[src/rtl/alu_pkg.sv]
// ---------------------------------------------------------------------------
// alu_pkg
//   Shared constants for the execute-stage ALU:
//     - ALU_* : registered ALU control codes reported on alu_ctrl
//     - FC_*  : R-type functionCode values (only meaningful with ALUop 00)
//     - ALUOP_*: ALUop encodings from the main decoder
//     - state_e: sequencing states of the iterative mul/div path
//   alu_decode() folds ALUop/functionCode into one ALU control code.
// ---------------------------------------------------------------------------
package alu_pkg;

  localparam logic [3:0] ALU_ADD  = 4'b0000;
  localparam logic [3:0] ALU_SUB  = 4'b0001;
  localparam logic [3:0] ALU_MUL  = 4'b0010;
  localparam logic [3:0] ALU_DIV  = 4'b0011;
  localparam logic [3:0] ALU_AND  = 4'b0100;
  localparam logic [3:0] ALU_OR   = 4'b0101;
  localparam logic [3:0] ALU_ADDR = 4'b0110;

  localparam logic [3:0] FC_ADD = 4'b0001;
  localparam logic [3:0] FC_SUB = 4'b0010;
  localparam logic [3:0] FC_MUL = 4'b0100;
  localparam logic [3:0] FC_DIV = 4'b1000;

  localparam logic [1:0] ALUOP_RTYPE = 2'b00;
  localparam logic [1:0] ALUOP_MEM   = 2'b01;
  localparam logic [1:0] ALUOP_AND   = 2'b10;
  localparam logic [1:0] ALUOP_OR    = 2'b11;

  typedef enum logic [1:0] {
    IDLE = 2'd0,
    RUN  = 2'd1,
    FIX  = 2'd2
  } state_e;

  // Unknown R-type function codes fall back to a plain add (address add code).
  function automatic logic [3:0] alu_decode(input logic [1:0] alu_op,
                                            input logic [3:0] fc);
    logic [3:0] code;
    code = ALU_ADDR;
    case (alu_op)
      ALUOP_RTYPE: begin
        case (fc)
          FC_ADD:  code = ALU_ADD;
          FC_SUB:  code = ALU_SUB;
          FC_MUL:  code = ALU_MUL;
          FC_DIV:  code = ALU_DIV;
          default: code = ALU_ADDR;
        endcase
      end
      ALUOP_MEM: code = ALU_ADDR;
      ALUOP_AND: code = ALU_AND;
      default:   code = ALU_OR;
    endcase
    return code;
  endfunction

endpackage

[src/rtl/alu_exec_unit_if.sv]
// ---------------------------------------------------------------------------
// alu_exec_unit_if
//   Bundle between the ID/EX stage (master) and the execute unit (slave).
//   master drives: in_valid, functionCode, ALUop, op_a, op_b, flush
//   slave drives : in_ready, out_valid, result, result_hi, alu_ctrl,
//                  div_by_zero, stall
// ---------------------------------------------------------------------------
interface alu_exec_unit_if #(
  parameter int WIDTH = 16
);
  logic             in_valid;
  logic             in_ready;
  logic [3:0]       functionCode;
  logic [1:0]       ALUop;
  logic [WIDTH-1:0] op_a;
  logic [WIDTH-1:0] op_b;
  logic             flush;
  logic             out_valid;
  logic [WIDTH-1:0] result;
  logic [WIDTH-1:0] result_hi;
  logic [3:0]       alu_ctrl;
  logic             div_by_zero;
  logic             stall;

  modport master (
    output in_valid, functionCode, ALUop, op_a, op_b, flush,
    input  in_ready, out_valid, result, result_hi, alu_ctrl, div_by_zero, stall
  );

  modport slave (
    input  in_valid, functionCode, ALUop, op_a, op_b, flush,
    output in_ready, out_valid, result, result_hi, alu_ctrl, div_by_zero, stall
  );
endinterface

[src/rtl/alu_muldiv_iter.sv]
// ---------------------------------------------------------------------------
// alu_muldiv_iter
//   Unsigned iterative core, one bit per cycle, WIDTH iterations per op.
//   Ports:
//     clk, reset      : clock, synchronous active-high reset
//     start           : load magnitudes and begin (is_div selects divide)
//     abort           : drop the running operation (counter cleared)
//     a_mag, b_mag    : unsigned operand magnitudes
//     done            : high during the cycle of the final iteration
//     hi, lo          : mul -> {hi,lo} product; div -> lo quotient, hi remainder
// ---------------------------------------------------------------------------
module alu_muldiv_iter #(
  parameter int WIDTH = 16,
  parameter int CNT_W = $clog2(WIDTH) + 1
) (
  input  logic             clk,
  input  logic             reset,
  input  logic             start,
  input  logic             abort,
  input  logic             is_div,
  input  logic [WIDTH-1:0] a_mag,
  input  logic [WIDTH-1:0] b_mag,
  output logic             done,
  output logic [WIDTH-1:0] hi,
  output logic [WIDTH-1:0] lo
);

  logic [WIDTH-1:0] hi_q, hi_d, lo_q, lo_d, b_q, b_d;
  logic             div_q, div_d;
  logic [CNT_W-1:0] cnt_q, cnt_d;
  logic [WIDTH:0]   add_sum;
  logic [WIDTH:0]   shifted;
  logic [WIDTH:0]   trial;

  // Multiply: right-shifting shift-add with the multiplier in lo.
  assign add_sum = {1'b0, hi_q} + {1'b0, b_q};
  // Divide: restoring step; the dividend shifts out of lo into hi.
  assign shifted = {hi_q, lo_q[WIDTH-1]};
  assign trial   = shifted - {1'b0, b_q};

  always_comb begin
    hi_d  = hi_q;
    lo_d  = lo_q;
    b_d   = b_q;
    div_d = div_q;
    cnt_d = cnt_q;
    if (abort) begin
      cnt_d = '0;
    end else if (start) begin
      hi_d  = '0;
      lo_d  = a_mag;
      b_d   = b_mag;
      div_d = is_div;
      cnt_d = CNT_W'(WIDTH);
    end else if (cnt_q != '0) begin
      cnt_d = cnt_q - 1'b1;
      if (div_q) begin
        // trial[WIDTH] is the borrow: set means the divisor did not fit.
        if (!trial[WIDTH]) begin
          hi_d = trial[WIDTH-1:0];
          lo_d = {lo_q[WIDTH-2:0], 1'b1};
        end else begin
          hi_d = {hi_q[WIDTH-2:0], lo_q[WIDTH-1]};
          lo_d = {lo_q[WIDTH-2:0], 1'b0};
        end
      end else begin
        if (lo_q[0]) begin
          hi_d = add_sum[WIDTH:1];
          lo_d = {add_sum[0], lo_q[WIDTH-1:1]};
        end else begin
          hi_d = {1'b0, hi_q[WIDTH-1:1]};
          lo_d = {hi_q[0], lo_q[WIDTH-1:1]};
        end
      end
    end
  end

  always_ff @(posedge clk) begin
    if (reset) begin
      hi_q  <= '0;
      lo_q  <= '0;
      b_q   <= '0;
      div_q <= 1'b0;
      cnt_q <= '0;
    end else begin
      hi_q  <= hi_d;
      lo_q  <= lo_d;
      b_q   <= b_d;
      div_q <= div_d;
      cnt_q <= cnt_d;
    end
  end

  assign done = (cnt_q == CNT_W'(1));
  assign hi   = hi_q;
  assign lo   = lo_q;

endmodule

[src/rtl/alu_exec_unit.sv]
// ---------------------------------------------------------------------------
// alu_exec_unit
//   Execute-stage ALU: ALUop/functionCode decode plus add/sub/and/or in one
//   cycle, and (with ALU_MULDIV_EN defined) iterative signed mul/div that
//   holds the pipeline through in_ready/stall.
//   Build option: ALU_MULDIV_EN -- when undefined, mul/div return 0 in one
//   cycle, in_ready is constant 1 and the RUN/FIX sequencing is absent.
//   Ports:
//     clk   : clock
//     reset : synchronous active-high reset
//     bus   : alu_exec_unit_if.slave (operands, handshake, results)
// ---------------------------------------------------------------------------
module alu_exec_unit
  import alu_pkg::*;
#(
  parameter int WIDTH = 16,
  parameter int CNT_W = $clog2(WIDTH) + 1
) (
  input logic            clk,
  input logic            reset,
  alu_exec_unit_if.slave bus
);

  logic [3:0]       ctrl_dec;
  logic             in_ready;
  logic             accept;
  logic [WIDTH-1:0] simple_res;
  logic [WIDTH-1:0] result_q, result_d;
  logic [WIDTH-1:0] result_hi_q, result_hi_d;
  logic [3:0]       alu_ctrl_q, alu_ctrl_d;
  logic             dbz_q, dbz_d;
  logic             out_valid_q, out_valid_d;

  assign ctrl_dec = alu_decode(bus.ALUop, bus.functionCode);
  // flush beats a simultaneous in_valid.
  assign accept   = bus.in_valid & in_ready & ~bus.flush;

  always_comb begin
    simple_res = '0;
    case (ctrl_dec)
      ALU_ADD, ALU_ADDR: simple_res = bus.op_a + bus.op_b;
      ALU_SUB:           simple_res = bus.op_a - bus.op_b;
      ALU_AND:           simple_res = bus.op_a & bus.op_b;
      ALU_OR:            simple_res = bus.op_a | bus.op_b;
      default:           simple_res = '0;
    endcase
  end

`ifdef ALU_MULDIV_EN
  state_e             state_q, state_d;
  logic               sign_q, sign_d;     // product / quotient sign
  logic               rsign_q, rsign_d;   // remainder follows the dividend
  logic               is_div_q, is_div_d;
  logic               a_sign, b_sign;
  logic [WIDTH-1:0]   a_mag, b_mag;
  logic               core_start, core_abort, core_done;
  logic [WIDTH-1:0]   core_hi, core_lo;
  logic [2*WIDTH-1:0] prod_mag, prod_signed;
  logic [WIDTH-1:0]   quot_signed, rem_signed;

  assign a_sign = bus.op_a[WIDTH-1];
  assign b_sign = bus.op_b[WIDTH-1];
  // The most-negative value maps to 2^(WIDTH-1), still exact as unsigned.
  assign a_mag  = a_sign ? -bus.op_a : bus.op_a;
  assign b_mag  = b_sign ? -bus.op_b : bus.op_b;

  assign in_ready   = (state_q == IDLE);
  assign core_abort = bus.flush & (state_q != IDLE);

  alu_muldiv_iter #(
    .WIDTH (WIDTH),
    .CNT_W (CNT_W)
  ) u_muldiv (
    .clk    (clk),
    .reset  (reset),
    .start  (core_start),
    .abort  (core_abort),
    .is_div (ctrl_dec == ALU_DIV),
    .a_mag  (a_mag),
    .b_mag  (b_mag),
    .done   (core_done),
    .hi     (core_hi),
    .lo     (core_lo)
  );

  assign prod_mag    = {core_hi, core_lo};
  assign prod_signed = sign_q ? -prod_mag : prod_mag;
  assign quot_signed = sign_q ? -core_lo : core_lo;
  assign rem_signed  = rsign_q ? -core_hi : core_hi;
`else
  assign in_ready = 1'b1;
`endif

  always_comb begin
    result_d    = result_q;
    result_hi_d = result_hi_q;
    alu_ctrl_d  = alu_ctrl_q;
    dbz_d       = 1'b0;
    out_valid_d = 1'b0;
`ifdef ALU_MULDIV_EN
    state_d    = state_q;
    sign_d     = sign_q;
    rsign_d    = rsign_q;
    is_div_d   = is_div_q;
    core_start = 1'b0;
    dbz_d      = dbz_q;
    case (state_q)
      IDLE: begin
        if (accept) begin
          if (ctrl_dec == ALU_MUL || (ctrl_dec == ALU_DIV && bus.op_b != '0)) begin
            core_start = 1'b1;
            sign_d     = a_sign ^ b_sign;
            rsign_d    = a_sign;
            is_div_d   = (ctrl_dec == ALU_DIV);
            state_d    = RUN;
          end else if (ctrl_dec == ALU_DIV) begin
            // Divide by zero never enters RUN.
            result_d    = '1;
            result_hi_d = bus.op_a;
            alu_ctrl_d  = ALU_DIV;
            dbz_d       = 1'b1;
            out_valid_d = 1'b1;
          end else begin
            result_d    = simple_res;
            result_hi_d = '0;
            alu_ctrl_d  = ctrl_dec;
            dbz_d       = 1'b0;
            out_valid_d = 1'b1;
          end
        end
      end
      RUN: begin
        if (bus.flush) begin
          state_d = IDLE;
        end else if (core_done) begin
          state_d = FIX;
        end
      end
      FIX: begin
        state_d = IDLE;
        if (!bus.flush) begin
          if (is_div_q) begin
            result_d    = quot_signed;
            result_hi_d = rem_signed;
            alu_ctrl_d  = ALU_DIV;
          end else begin
            result_d    = prod_signed[WIDTH-1:0];
            result_hi_d = prod_signed[2*WIDTH-1:WIDTH];
            alu_ctrl_d  = ALU_MUL;
          end
          dbz_d       = 1'b0;
          out_valid_d = 1'b1;
        end
      end
      default: state_d = IDLE;
    endcase
`else
    dbz_d = dbz_q;
    if (accept) begin
      // Mul/div codes fall through simple_res as 0 here.
      result_d    = simple_res;
      result_hi_d = '0;
      alu_ctrl_d  = ctrl_dec;
      dbz_d       = 1'b0;
      out_valid_d = 1'b1;
    end
`endif
  end

  always_ff @(posedge clk) begin
    if (reset) begin
      result_q    <= '0;
      result_hi_q <= '0;
      alu_ctrl_q  <= '0;
      dbz_q       <= 1'b0;
      out_valid_q <= 1'b0;
`ifdef ALU_MULDIV_EN
      state_q     <= IDLE;
      sign_q      <= 1'b0;
      rsign_q     <= 1'b0;
      is_div_q    <= 1'b0;
`endif
    end else begin
      result_q    <= result_d;
      result_hi_q <= result_hi_d;
      alu_ctrl_q  <= alu_ctrl_d;
      dbz_q       <= dbz_d;
      out_valid_q <= out_valid_d;
`ifdef ALU_MULDIV_EN
      state_q     <= state_d;
      sign_q      <= sign_d;
      rsign_q     <= rsign_d;
      is_div_q    <= is_div_d;
`endif
    end
  end

  assign bus.in_ready    = in_ready;
  assign bus.stall       = bus.in_valid & ~in_ready;
  assign bus.out_valid   = out_valid_q;
  assign bus.result      = result_q;
  assign bus.result_hi   = result_hi_q;
  assign bus.alu_ctrl    = alu_ctrl_q;
  assign bus.div_by_zero = dbz_q;

endmodule
[src/flat_wrapper.sv]
// flat-port wrapper written by rule: the top's interface ports become plain ports
module alu_exec_unit_flat import alu_pkg::*;
#(
  parameter int WIDTH = 16,
  parameter int CNT_W = $clog2(WIDTH) + 1
)
  (clk, reset, bus_in_valid, bus_functionCode, bus_ALUop, bus_op_a, bus_op_b, bus_flush, bus_in_ready, bus_out_valid, bus_result, bus_result_hi, bus_alu_ctrl, bus_div_by_zero, bus_stall);
  alu_exec_unit_if #(.WIDTH(WIDTH)) bus_i ();
  input logic clk;
  input logic reset;
  input wire logic [$bits(bus_i.in_valid)-1:0] bus_in_valid;
  input wire logic [$bits(bus_i.functionCode)-1:0] bus_functionCode;
  input wire logic [$bits(bus_i.ALUop)-1:0] bus_ALUop;
  input wire logic [$bits(bus_i.op_a)-1:0] bus_op_a;
  input wire logic [$bits(bus_i.op_b)-1:0] bus_op_b;
  input wire logic [$bits(bus_i.flush)-1:0] bus_flush;
  output wire logic [$bits(bus_i.in_ready)-1:0] bus_in_ready;
  output wire logic [$bits(bus_i.out_valid)-1:0] bus_out_valid;
  output wire logic [$bits(bus_i.result)-1:0] bus_result;
  output wire logic [$bits(bus_i.result_hi)-1:0] bus_result_hi;
  output wire logic [$bits(bus_i.alu_ctrl)-1:0] bus_alu_ctrl;
  output wire logic [$bits(bus_i.div_by_zero)-1:0] bus_div_by_zero;
  output wire logic [$bits(bus_i.stall)-1:0] bus_stall;
  assign bus_i.in_valid = bus_in_valid;
  assign bus_i.functionCode = bus_functionCode;
  assign bus_i.ALUop = bus_ALUop;
  assign bus_i.op_a = bus_op_a;
  assign bus_i.op_b = bus_op_b;
  assign bus_i.flush = bus_flush;
  assign bus_in_ready = bus_i.in_ready;
  assign bus_out_valid = bus_i.out_valid;
  assign bus_result = bus_i.result;
  assign bus_result_hi = bus_i.result_hi;
  assign bus_alu_ctrl = bus_i.alu_ctrl;
  assign bus_div_by_zero = bus_i.div_by_zero;
  assign bus_stall = bus_i.stall;
  alu_exec_unit #(.WIDTH(WIDTH), .CNT_W(CNT_W)) u_core (.clk(clk), .reset(reset), .bus(bus_i));
endmodule
[config.mk]
export PLATFORM = sky130hd
export DESIGN_NAME = alu_exec_unit_flat
export DESIGN_NICKNAME = d
export VERILOG_FILES = /design/src/rtl/alu_pkg.sv /design/src/rtl/alu_exec_unit_if.sv /design/src/rtl/alu_muldiv_iter.sv /design/src/rtl/alu_exec_unit.sv /design/src/flat_wrapper.sv
export SDC_FILE = /design/constraint.sdc
export NUM_CORES = 1
export LEC_CHECK = 0
export BUFFER_PORTS_ARGS = -buffer_cell sky130_fd_sc_hd__buf_2
export CAP_MARGIN = 20
export CORE_ASPECT_RATIO = 0.75
export CORE_MARGIN = 2
export CORE_UTILIZATION = 42
export CTS_CLUSTER_SIZE = 12
export DETAILED_ROUTE_END_ITERATION = 8
export GPL_TIMING_DRIVEN = 0
export PLACE_DENSITY = 0.69
export SLEW_MARGIN = 20
export SYNTH_ARGS = -nofsm -noshare
export SYNTH_HDL_FRONTEND = slang
export SYNTH_SLANG_ARGS = --single-unit
export TNS_END_PERCENT = 100
[constraint.sdc]
create_clock -name clk -period 4.9 [get_ports clk]
set_input_delay 0.735 -clock clk [delete_from_list [all_inputs] [get_ports clk]]
set_output_delay 0.735 -clock clk [all_outputs]
set_load 0.05 [all_outputs]
* Word-level counts from Yosys, hierarchy flattened
Index checks and enable logic that the tools add are counted.
Widths: inputs -> output; s select.
** Operators by class
- Magnitude comparators :: 0
- Mux-type cells :: 4
- Shift operators :: 0
- Add/subtract/negate cells :: 2
- Eq/ne operators :: 10
- Multipliers :: 0
- Bitwise operators :: 4
- Reductions and logical operators :: 3
- Divide/modulo/power cells :: 0
** Operators by type and width (number)
- $pmux 16 s4 :: 1
- $add 16x16->16 :: 1
- $and 16x16->16 :: 1
- $or 16x16->16 :: 1
- $sub 16x16->16 :: 1
- $pmux 3 s4 :: 1
- $eq 3x3->1 const B :: 3
- $pmux 3 s3 :: 1
- $eq 4x1->1 const B :: 1
- $eq 4x2->1 const B :: 1
- $eq 4x3->1 const B :: 1
- $eq 4x4->1 const B :: 1
- $logic_not 4->1 :: 1
- $eq 3x1->1 const B :: 1
- $eq 2x1->1 const B :: 1
- $eq 2x2->1 const B :: 1
- $logic_not 2->1 :: 1
- $reduce_or 2->1 :: 1
- $and 1x1->1 :: 1
- $mux 1 :: 1
- $not 1->1 :: 1
** Word-level totals
- Word-level logic and storage cells :: 26
- Memories kept :: 0
- RAM bits :: 0
- ROM bits :: 0
- Bits of input ports :: 42
- Bits in registers :: 21
- Output and inout bits :: 40
- Bits in latches :: 0

* Logic depth before layout (Yosys ltp)
Gate-level depths: netlist of run 1.
- Word-level depth :: 6
- Depth in mapped cells :: 17
- Depth with buffers taken out :: 16

* Least setup slack after synthesis of run 1
Ideal clock, no wire load.
- Path type :: input to register
- From :: input bus_ALUop[0]
- To :: register u_core.result_q[15] (netlist: u_core.bus.result[15])
- Library setup time :: 0.134 ns
- Cell stages on the path :: 17
- Arrival time :: 3.777 ns
- Path buffers :: 1
- Slack :: 0.989 ns
- Required time :: 4.766 ns
- Path through :: inv_1 > ha_1 > or4_1 > o22ai_1 > o21a_2 > nand2_1 > buf_2 > nand2_1 > xor2_1 > ha_1 > a21o_1 > a31o_2 > o21ai_1 > o31ai_1 > a311oi_1 > xnor2_1 > o22ai_1
** Between the ends
- Word-level cells in the longest chain between the ends :: 5
** Ends and longest elaborated chain
- start: declaration :: RTL line flat_wrapper.sv:13 : input wire logic [$bits(bus_i.ALUop)-1:0] bus_ALUop;
- $eq 2x2->1 (tied with other cells) :: RTL line alu_pkg.sv:41 : case (alu_op)
- $pmux 3 s3 (*) :: RTL line alu_pkg.sv:41
- $eq 3x3->1 / $logic_not 4->1 (equally long branches) :: RTL line alu_exec_unit.sv:40 : case (ctrl_dec)
- $reduce_or 2->1 :: RTL line alu_exec_unit.sv:40
- $pmux 16 s4 (*) :: RTL line alu_exec_unit.sv:40
- end signal: assignment :: RTL line alu_exec_unit.sv:184 : result_q <= result_d;
- end: declaration :: RTL line alu_exec_unit.sv:28 : logic [WIDTH-1:0] result_q, result_d;
Mark *: on every way between the ends. The rest lies on a longest branch, timed or not.
A chain may end at the register's enable or synchronous reset.

* Worst setup path after layout of run 1
Same ends and word-level chain as after synthesis.

==> results of run 1 <==
-- metal layers --
layer  global-route usage  up-vias
met5                    0        -
met4              0.00560        0
met3               0.0362        0
met2                0.352      130
met1                0.350     1068
li1                     -     1235
-- flip-flops by register name (all words and copies together) (netlist names) --
name / flops
u_core.bus.alu_ctrl: 3
u_core.bus.out_valid: 1
u_core.bus.result: 16
-- worst paths after layout --
check	start	end	slack (ns)	cells past startpoint
hold / removal	u_core.bus.alu_ctrl[2]$_SDFFE_PP0P_	u_core.bus.alu_ctrl[2]$_SDFFE_PP0P_	0.46	2
setup / recovery	bus_ALUop[0]	u_core.bus.result[15]$_SDFFE_PP0P_	0.48	18
setup reg to reg	u_core.bus.result[10]$_SDFFE_PP0P_	u_core.bus.result[10]$_SDFFE_PP0P_	4.10	2
hold reg to reg	u_core.bus.alu_ctrl[2]$_SDFFE_PP0P_	u_core.bus.alu_ctrl[2]$_SDFFE_PP0P_	0.46	2
-- worst min-delay path: stages (launching register included) --
cell and delay (ns):
dfxtp_1 0.32, nand2_1 0.05, a21oi_1 0.05
-- through the flow --
stage | cell area, um^2 | hold WS [ns] | setup WS [ns] | total power [mW]
2_1_floorplan | 2380 | 0.675 | 0.989 | 0.466
3_3_place_gp | 2780 | 0.446 | 0.301 | 0.549
3_5_place_dp | 2780 | 0.448 | 0.227 | 0.553
4_1_cts | 2850 | 0.462 | 0.508 | 0.734
5_1_grt | 2850 | 0.491 | 0.211 | 0.778
6_report | 2850 | 0.463 | 0.482 | 0.737
-- synthesized netlist by cell type (2+ instances only) --
cell,count,area [um^2]
a211oi_1,7,52.6
a21o_1,16,120
a21oi_1,22,110
a221o_1,2,20.0
a221oi_1,4,35.0
a222oi_1,7,70.1
a31o_2,2,17.5
a31oi_1,2,12.5
and3_1,2,12.5
buf_4,20,150
clkbuf_1,10,37.5
conb_1,2,7.51
dfxtp_1,20,400
ha_1,22,275
inv_1,8,30.0
nand2_1,19,71.3
nand2b_1,2,12.5
nand3_1,9,45.0
nor2_1,25,93.8
nor2b_1,6,37.5
nor3_1,5,25.0
nor4_1,2,12.5
o21a_1,3,22.5
o21ai_0,14,70.1
o21ai_1,3,15.0
o22ai_1,6,37.5
o31ai_1,6,45.0
or2_2,2,12.5
or3_1,2,12.5
or4_1,2,15.0
or4b_1,2,20.0
xnor2_1,12,105
xor2_1,18,158
-- area by class of cell --
type / instances / area (um^2) / area share
repair buffers: 61 / 305 / 0.107
well taps: 75 / 93.8 / 0.0329
plain buffers: 32 / 204 / 0.0716
inverters: 8 / 30.0 / 0.0105
clock inverters: 1 / 30.0 / 0.0105
flip-flops and latches: 20 / 400 / 0.140
multi-input cells: 256 / 1750 / 0.612
clock buffers: 3 / 41.3 / 0.0145
-- kinds of logic (layout without fill, tap and decap cells) --
| kind of cell | after synthesis | count (layout) | synth area share |
|---|---|---|---|
| XOR/XNOR | 30 | 30 | 0.114 |
| other | 2 | 20 | 0.00325 |
| adder cells (fa/ha/maj) | 23 | 23 | 0.128 |
| AND/OR/NAND/NOR | 78 | 78 | 0.160 |
| buffers and inverters | 40 | 105 | 0.101 |
| flip-flops | 20 | 20 | 0.173 |
| AO/OA/AOI/OAI | 105 | 105 | 0.321 |
-- power by group --
group          switching, mW  internal, mW  leakage (nW)
clock                 0.0704         0.109        0.0357
sequential           0.00614         0.174         0.164
combinational          0.238         0.138          1.24
total                  0.315         0.422          1.44
==> reports/metrics.csv, run 1 <==
metric,value,unit
cts_resized,0,
worst_ep_arrival_time,4.56,ns
drive_gt1_frac,0.249,
p_leak,1.44,nW
start_kind,input pin,
antenna_found_initial,0,
rsz0062_at_grt,no,
nets,447,
routed.top_layer,met3,
cts_tree,yes,
crit_required,5.04,ns
hold_viol,0,
slowest_stage,or4_1,
path_buf_inv,3,
place_hpwl,5380,um
ys_types,47,
wl_met3,792,um
grt_max_degree,13,
status,finished clean,
power.density,258,nW/um^2
antenna_left,0,
crit_type,in2reg,
max-cap-violations,0,
drt_first_iter_violations,208,
finalNonFillerCells,456,
clock_latency,0.27,ns
synth_edf_count,0,
n_antenna_cell,0,
layout_commonest_cell,buf_2,
hold_class,reg2reg,
die_w,89.7,um
via_per_inst,5.34,
tns,0,ns
grt_pass1_vias,2047,
gr-usage-all-layers,0.228,
dieArea,6120,um^2
synth_area,2310,um^2
dr_wl_met2,2940,um
async_flop_share,0,
yosysSeqAreaShare,0.173,
setup_viol,0,
critPathMaxFanout,10,
met1_length,3340,um
gp_congestion,0.942,
cts_made_buffers,3,
clkSinkCount,20,
fin_crit_sh,0.902,
cts_hold_buf,0,
post-place-cells,452,
clock_path_buffers,2,
syn_avg_cell_area,7.76,um^2
syn_inst,298,
grt_overflow_total,0,
path_delay_family,compound AO/OA/AOI/OAI gates,
area_delta_synth_final,23.3,%
relSlewSlack,0.574,
vias,2433,
path_clk_slew,0.09,ns
routed_wl,7070,um
min_period,4.42,ns
tightestPinTransition,0.639,ns
fin_util,0.535,
crit_chain,buf_2 > inv_1 > ha_1 > or4_1 > o22ai_1 > o21a_2 > nand2_1 > buf_2 > nand2_1 > xor2_1 > ha_1 > a21o_1 > a31o_2 > o21ai_1 > o31ai_1 > a311oi_1 > xnor2_1 > o22ai_1,
core_area,5320,um^2
rows,23,
fp.dieH,68.3,um
synthFlopType,dfxtp_1,
ir_worst_vdd,0.112,mV
io_pins,82,
final_cell_mix,"buf_2, nor2_1, a21oi_1, ha_1",
synth-warning-count,0,
ys_seq_elements,20,
final.fill_count,549,
clock_skew,0,ns
drc,0,
root_buffer,clkbuf_8,
max_freq,0.226,GHz
setup.worst_path.end_class,register,
htreeDepth,1,
start_util,0.434,
wl_per_cell,15.5,um
dr.pass1.iters,7,
critPathMaxStageDelay,0.40,ns
postCtsSetupRepairBufs,0,
numPortBuffers,61,
grt_pass1_wl,10600,um
final_max_slew_viol_count,0,
Note: power is estimated with default switching activity, not from simulation.
==> inputs of run 2 (changes only) <==
--- a/config.mk
+++ b/config.mk
@@ -13,7 +13,7 @@
 export CTS_CLUSTER_SIZE = 12
 export DETAILED_ROUTE_END_ITERATION = 8
 export GPL_TIMING_DRIVEN = 0
-export PLACE_DENSITY = 0.69
+export PLACE_DENSITY_LB_ADDON = 0.25
 export SLEW_MARGIN = 20
 export SYNTH_ARGS = -nofsm -noshare
 export SYNTH_HDL_FRONTEND = slang
==> constraint.sdc (replaced) <==
create_clock -name clk -period 4.9 [get_ports clk]
set_input_delay 0.98 -clock clk [delete_from_list [all_inputs] [get_ports clk]]
set_output_delay 0.98 -clock clk [all_outputs]
set_load 0.05 [all_outputs]
==> reports/metrics.csv, run 2 (synthesis results as in run 1) <==
metric,value,unit
status,finished clean,
clock_skew,0,ns
setup_viol,0,
worstSetupStartpoint,bus_ALUop[0],
grt_pass1_wl,10500,um
crit_type,in2reg,
r2r_start,u_core.bus.result[12]$_SDFFE_PP0P_,
gp_congestion,0.897,
max_freq,0.214,GHz
reg2reg_slack,4.10,ns
dr.pass1.iters,6,
via_per_inst,5.40,
ir_worst_vdd,0.109,mV
antenna_found_initial,0,
drt_first_iter_violations,204,
whs,0.478,ns
power,692,uW
numPortBuffers,61,
critPathMaxFanout,10,
hold_end,u_core.bus.alu_ctrl[2]$_SDFFE_PP0P_,
p_sw,307,uW
cts_tree,yes,
core_area,5320,um^2
worst_r2r_endpoint,u_core.bus.result[12]$_SDFFE_PP0P_,
clock_power_share,0.193,
crit_chain,buf_2 > inv_1 > ha_1 > or4_1 > o22ai_1 > o21a_2 > nand2_1 > buf_2 > nand2_1 > xor2_1 > ha_1 > a21o_1 > a31o_2 > o21ai_1 > o31ai_1 > a311oi_1 > xnor2_1 > o22ai_1,
place_hpwl,5390,um
max-cap-violations,0,
clkSinkCount,20,
critPathMaxStageDelay,0.41,ns
relSlewSlack,0.561,
fin_crit_sh,0.954,
cts_made_buffers,3,
area_delta_synth_final,22.8,%
wl_per_cell,15.2,um
worst_ep_arrival_time,4.81,ns
n_antenna_cell,0,
slowest_stage,or4_1,
io_pins,82,
grt_pass1_vias,2165,
routed_wl,6920,um
nets,447,
fp.dieH,68.3,um
final_cell_mix,"buf_2, nor2_1, a21oi_1, ha_1",
grt_max_degree,12,
r2r_cells,2,
power.density,244,nW/um^2
final_max_slew_viol_count,0,
path_delay_family,compound AO/OA/AOI/OAI gates,
min_period,4.67,ns
hp-start,u_core.bus.alu_ctrl[2]$_SDFFE_PP0P_,
rsz0062_at_grt,no,
path_buf_inv,3,
hold_viol,0,
cts_hold_buf,0,
setup.worst_path.end_class,register,
whs_path_depth,2,
p_int,385,uW
p_leak,1.43,nW
swShare,0.443,
htreeDepth,1,
drc,0,
vias,2461,
grt_overflow_total,0,
layout_commonest_cell,buf_2,
crit_required,5.04,ns
tightestPinTransition,0.659,ns
dieArea,6120,um^2
rows,23,
antenna_left,0,
root_buffer,clkbuf_8,
clock_path_buffers,2,
clock_latency,0.27,ns
largest_reg_flops,16,
path_clk_slew,0.08,ns
start_util,0.434,
die_w,89.7,um
p_comb_frac,0.546,
gr-usage-all-layers,0.228,
p_seq_frac,0.260,
hold_class,reg2reg,
drive_gt1_frac,0.252,
start_kind,input pin,
## run 2: repair_timing
item	CTS	global route
resized for setup	0	1
setup buffers	0	0
setup endpoints to repair	0	4
## run 2: cell type report
class | count | area [um^2]
Buffer | 32 | 204
Clock buffer | 4 | 55.1
Fill cell | 536 | 2480
Inverter | 8 | 30.0
Multi-Input combinational cell | 256 | 1750
Sequential cell | 20 | 400
Tap cell | 75 | 93.8
Timing Repair Buffer | 61 | 305
## run 2: worst reg2reg max path, cell delays in order (launching register included)
cell and delay (ns):
dfxtp_1 0.33, a222oi_1 0.26, a21oi_1 0.10
## run 2: worst max path at each step
stage	cells past startpoint	to
4_1_cts	16	u_core.bus.result[6]$_SDFFE_PP0P_
2_1_floorplan	17	u_core.bus.result[15]$_SDFFE_PP0P_
3_5_place_dp	16	u_core.bus.result[6]$_SDFFE_PP0P_
3_3_place_gp	16	u_core.bus.result[6]$_SDFFE_PP0P_
5_1_grt	18	u_core.bus.result[15]$_SDFFE_PP0P_
6_report	18	u_core.bus.result[15]$_SDFFE_PP0P_
## run 2: power by group through the flow
stage / clock network, mW / logic (mW) / registers [mW]
2_1_floorplan: 0 / 0.241 / 0.225
3_3_place_gp: 0 / 0.364 / 0.184
3_5_place_dp: 0 / 0.369 / 0.184
4_1_cts: 0.138 / 0.371 / 0.180
5_1_grt: 0.142 / 0.411 / 0.182
6_report: 0.134 / 0.378 / 0.180
## run 2: metal layers
| layer | up-vias | wire length [um] | track usage |
|---|---|---|---|
| li1 | 1232 | - | - |
| met1 | 1094 | 3110 | 0.323 |
| met2 | 125 | 3000 | 0.363 |
| met3 | 10 | 738 | 0.0350 |
| met4 | 0 | 73 | 0.0504 |
| met5 | - | 0 | 0 |
## run 2: metrics by stage
step,setup slack [ns],TNS (ns),cells,util,instance area [um^2]
after floorplan,0.744,0,316,-,2380
after global placement,-0.0113,-0.0142,452,0.522,2780
after detailed placement,-0.0195,-0.0195,452,0.522,2780
after CTS,0.244,0,456,0.532,2830
after global routing,0.0286,0,456,0.533,2840
final,0.225,0,456,0.533,2840
==> inputs of run 3 (changes only) <==
--- a/config.mk
+++ b/config.mk
@@ -10,6 +10,7 @@
 export CORE_ASPECT_RATIO = 0.75
 export CORE_MARGIN = 2
 export CORE_UTILIZATION = 42
+export CTS_BUF_LIST = sky130_fd_sc_hd__clkbuf_16
 export CTS_CLUSTER_SIZE = 12
 export DETAILED_ROUTE_END_ITERATION = 8
 export GPL_TIMING_DRIVEN = 0
==> reports/metrics.csv, run 3 (synthesis results as in run 1) <==
metric,value,unit
status,finished clean,
final_max_slew_viol_count,0,
drc,0,
r2r_cells,2,
path_clk_slew,0.06,ns
multi_input_area,1750,um^2
whs_path_depth,2,
final.fill_count,535,
setup_viol,0,
dr.pass1.iters,8,
grt_overflow_total,0,
rsz0062_at_grt,no,
p_leak,1.44,nW
grt_pass1_vias,2157,
fp.dieH,68.3,um
die_w,89.7,um
start_util,0.434,
vias,2487,
setup.worst_path.end_class,register,
grt_max_degree,12,
hold_class,reg2reg,
htreeDepth,1,
clkSinkCount,20,
min_period,4.67,ns
cp_num_cells,18,
slowest_stage,or4_1,
critPathMaxStageDelay,0.41,ns
drive_gt1_frac,0.249,
critPathMaxFanout,10,
max-cap-violations,0,
nets,447,
wl_per_cell,15.2,um
fin_util,0.538,
relSlewSlack,0.568,
gp_congestion,0.897,
cts_made_buffers,3,
n_antenna_cell,0,
path_buf_inv,3,
gr-usage-all-layers,0.228,
cts_tree,yes,
clock_latency,0.26,ns
tightestPinTransition,0.648,ns
max_freq,0.214,GHz
worst_ep_arrival_time,4.80,ns
routed_wl,6910,um
dieArea,6120,um^2
path_delay_family,compound AO/OA/AOI/OAI gates,
grt_pass1_wl,10500,um
ir_worst_vdd,0.134,mV
clock_skew,0,ns
antenna_found_initial,0,
numPortBuffers,61,
place_hpwl,5390,um
final_cell_area,2860,um^2
postCtsSetupRepairBufs,0,
final_cell_mix,"buf_2, nor2_1, a21oi_1, ha_1",
crit_required,5.02,ns
clock_path_buffers,2,
io_pins,82,
placed_cell_area,2780,um^2
root_buffer,clkbuf_16,
crit_type,in2reg,
layout_commonest_cell,buf_2,
area_delta_synth_final,23.9,%
drt_first_iter_violations,199,
seq_area,400,um^2
via_per_inst,5.45,
power.density,256,nW/um^2
fin_crit_sh,0.954,
crit_chain,buf_2 > inv_1 > ha_1 > or4_1 > o22ai_1 > o21a_2 > nand2_1 > buf_2 > nand2_1 > xor2_1 > ha_1 > a21o_1 > a31o_2 > o21ai_1 > o31ai_1 > a311oi_1 > xnor2_1 > o22ai_1,
largest_reg_flops,16,
rows,23,
hold_viol,0,
antenna_left,0,
start_kind,input pin,
core_area,5320,um^2
## run 3: cell types whose count changed in the layout (fill, tap and decap cells not counted), sizes merged
| cell | delta |
|---|---|
| clkbuf | -1 |
| clkinv | +1 |
## run 3: path summary, 6_finish.rpt
path                                                          start                                   to  slack (ns)
worst max-delay path                                   bus_ALUop[0]   u_core.bus.result[15]$_SDFFE_PP0P_        0.23
worst min-delay path            u_core.bus.alu_ctrl[2]$_SDFFE_PP0P_  u_core.bus.alu_ctrl[2]$_SDFFE_PP0P_        0.47
worst max register to register   u_core.bus.result[12]$_SDFFE_PP0P_   u_core.bus.result[12]$_SDFFE_PP0P_        4.10
worst min register to register  u_core.bus.alu_ctrl[2]$_SDFFE_PP0P_  u_core.bus.alu_ctrl[2]$_SDFFE_PP0P_        0.47
## run 3: what timing repair did
item | CTS | global route
hold buffers | 0 | 0
gates resized for setup | 0 | 1
setup endpoints to repair | 0 | 4
hold endpoints to repair | 0 | 0
## run 3: worst register-to-register path, stage by stage (launching register included)
cell	delay (ns)
dfxtp_1	0.32
a222oi_1	0.25
a21oi_1	0.10
## run 3: routing by layer
| layer | share of wire | global-route usage |
|---|---|---|
| met1 | 0.46 | 0.324 |
| met2 | 0.43 | 0.361 |
| met3 | 0.095 | 0.0350 |
| met4 | 0.0094 | 0.0504 |
| met5 | 0 | 0 |
## run 3: stage by stage
step | worst slack [ns] | hold WS [ns] | power, mW | setup TNS, ns | instances
floorplan | 0.744 | 0.675 | 0.466 | 0 | 316
global placement | -0.0113 | 0.446 | 0.548 | -0.0142 | 452
detailed placement | -0.0195 | 0.473 | 0.553 | -0.0195 | 452
CTS | 0.228 | 0.482 | 0.730 | 0 | 456
global route | 0.00762 | 0.514 | 0.776 | 0 | 456
finish | 0.226 | 0.474 | 0.734 | 0 | 456
## run 3: cell type report
| cell class | count | area share |
|---|---|---|
| buffer | 32 | 0.0712 |
| inverter | 8 | 0.0105 |
| clock buffer | 3 | 0.0262 |
| tap | 75 | 0.0328 |
| sequential | 20 | 0.140 |
| clock inverter | 1 | 0.00131 |
| multi-input combinational | 256 | 0.612 |
| timing repair buffer | 61 | 0.107 |
## run 3: where the power goes
part	switching [mW]	total [mW]	internal (mW)
logic	0.239	0.378	0.139
registers	0.00590	0.180	0.175
clock network	0.0669	0.176	0.109
total	0.312	0.734	0.423
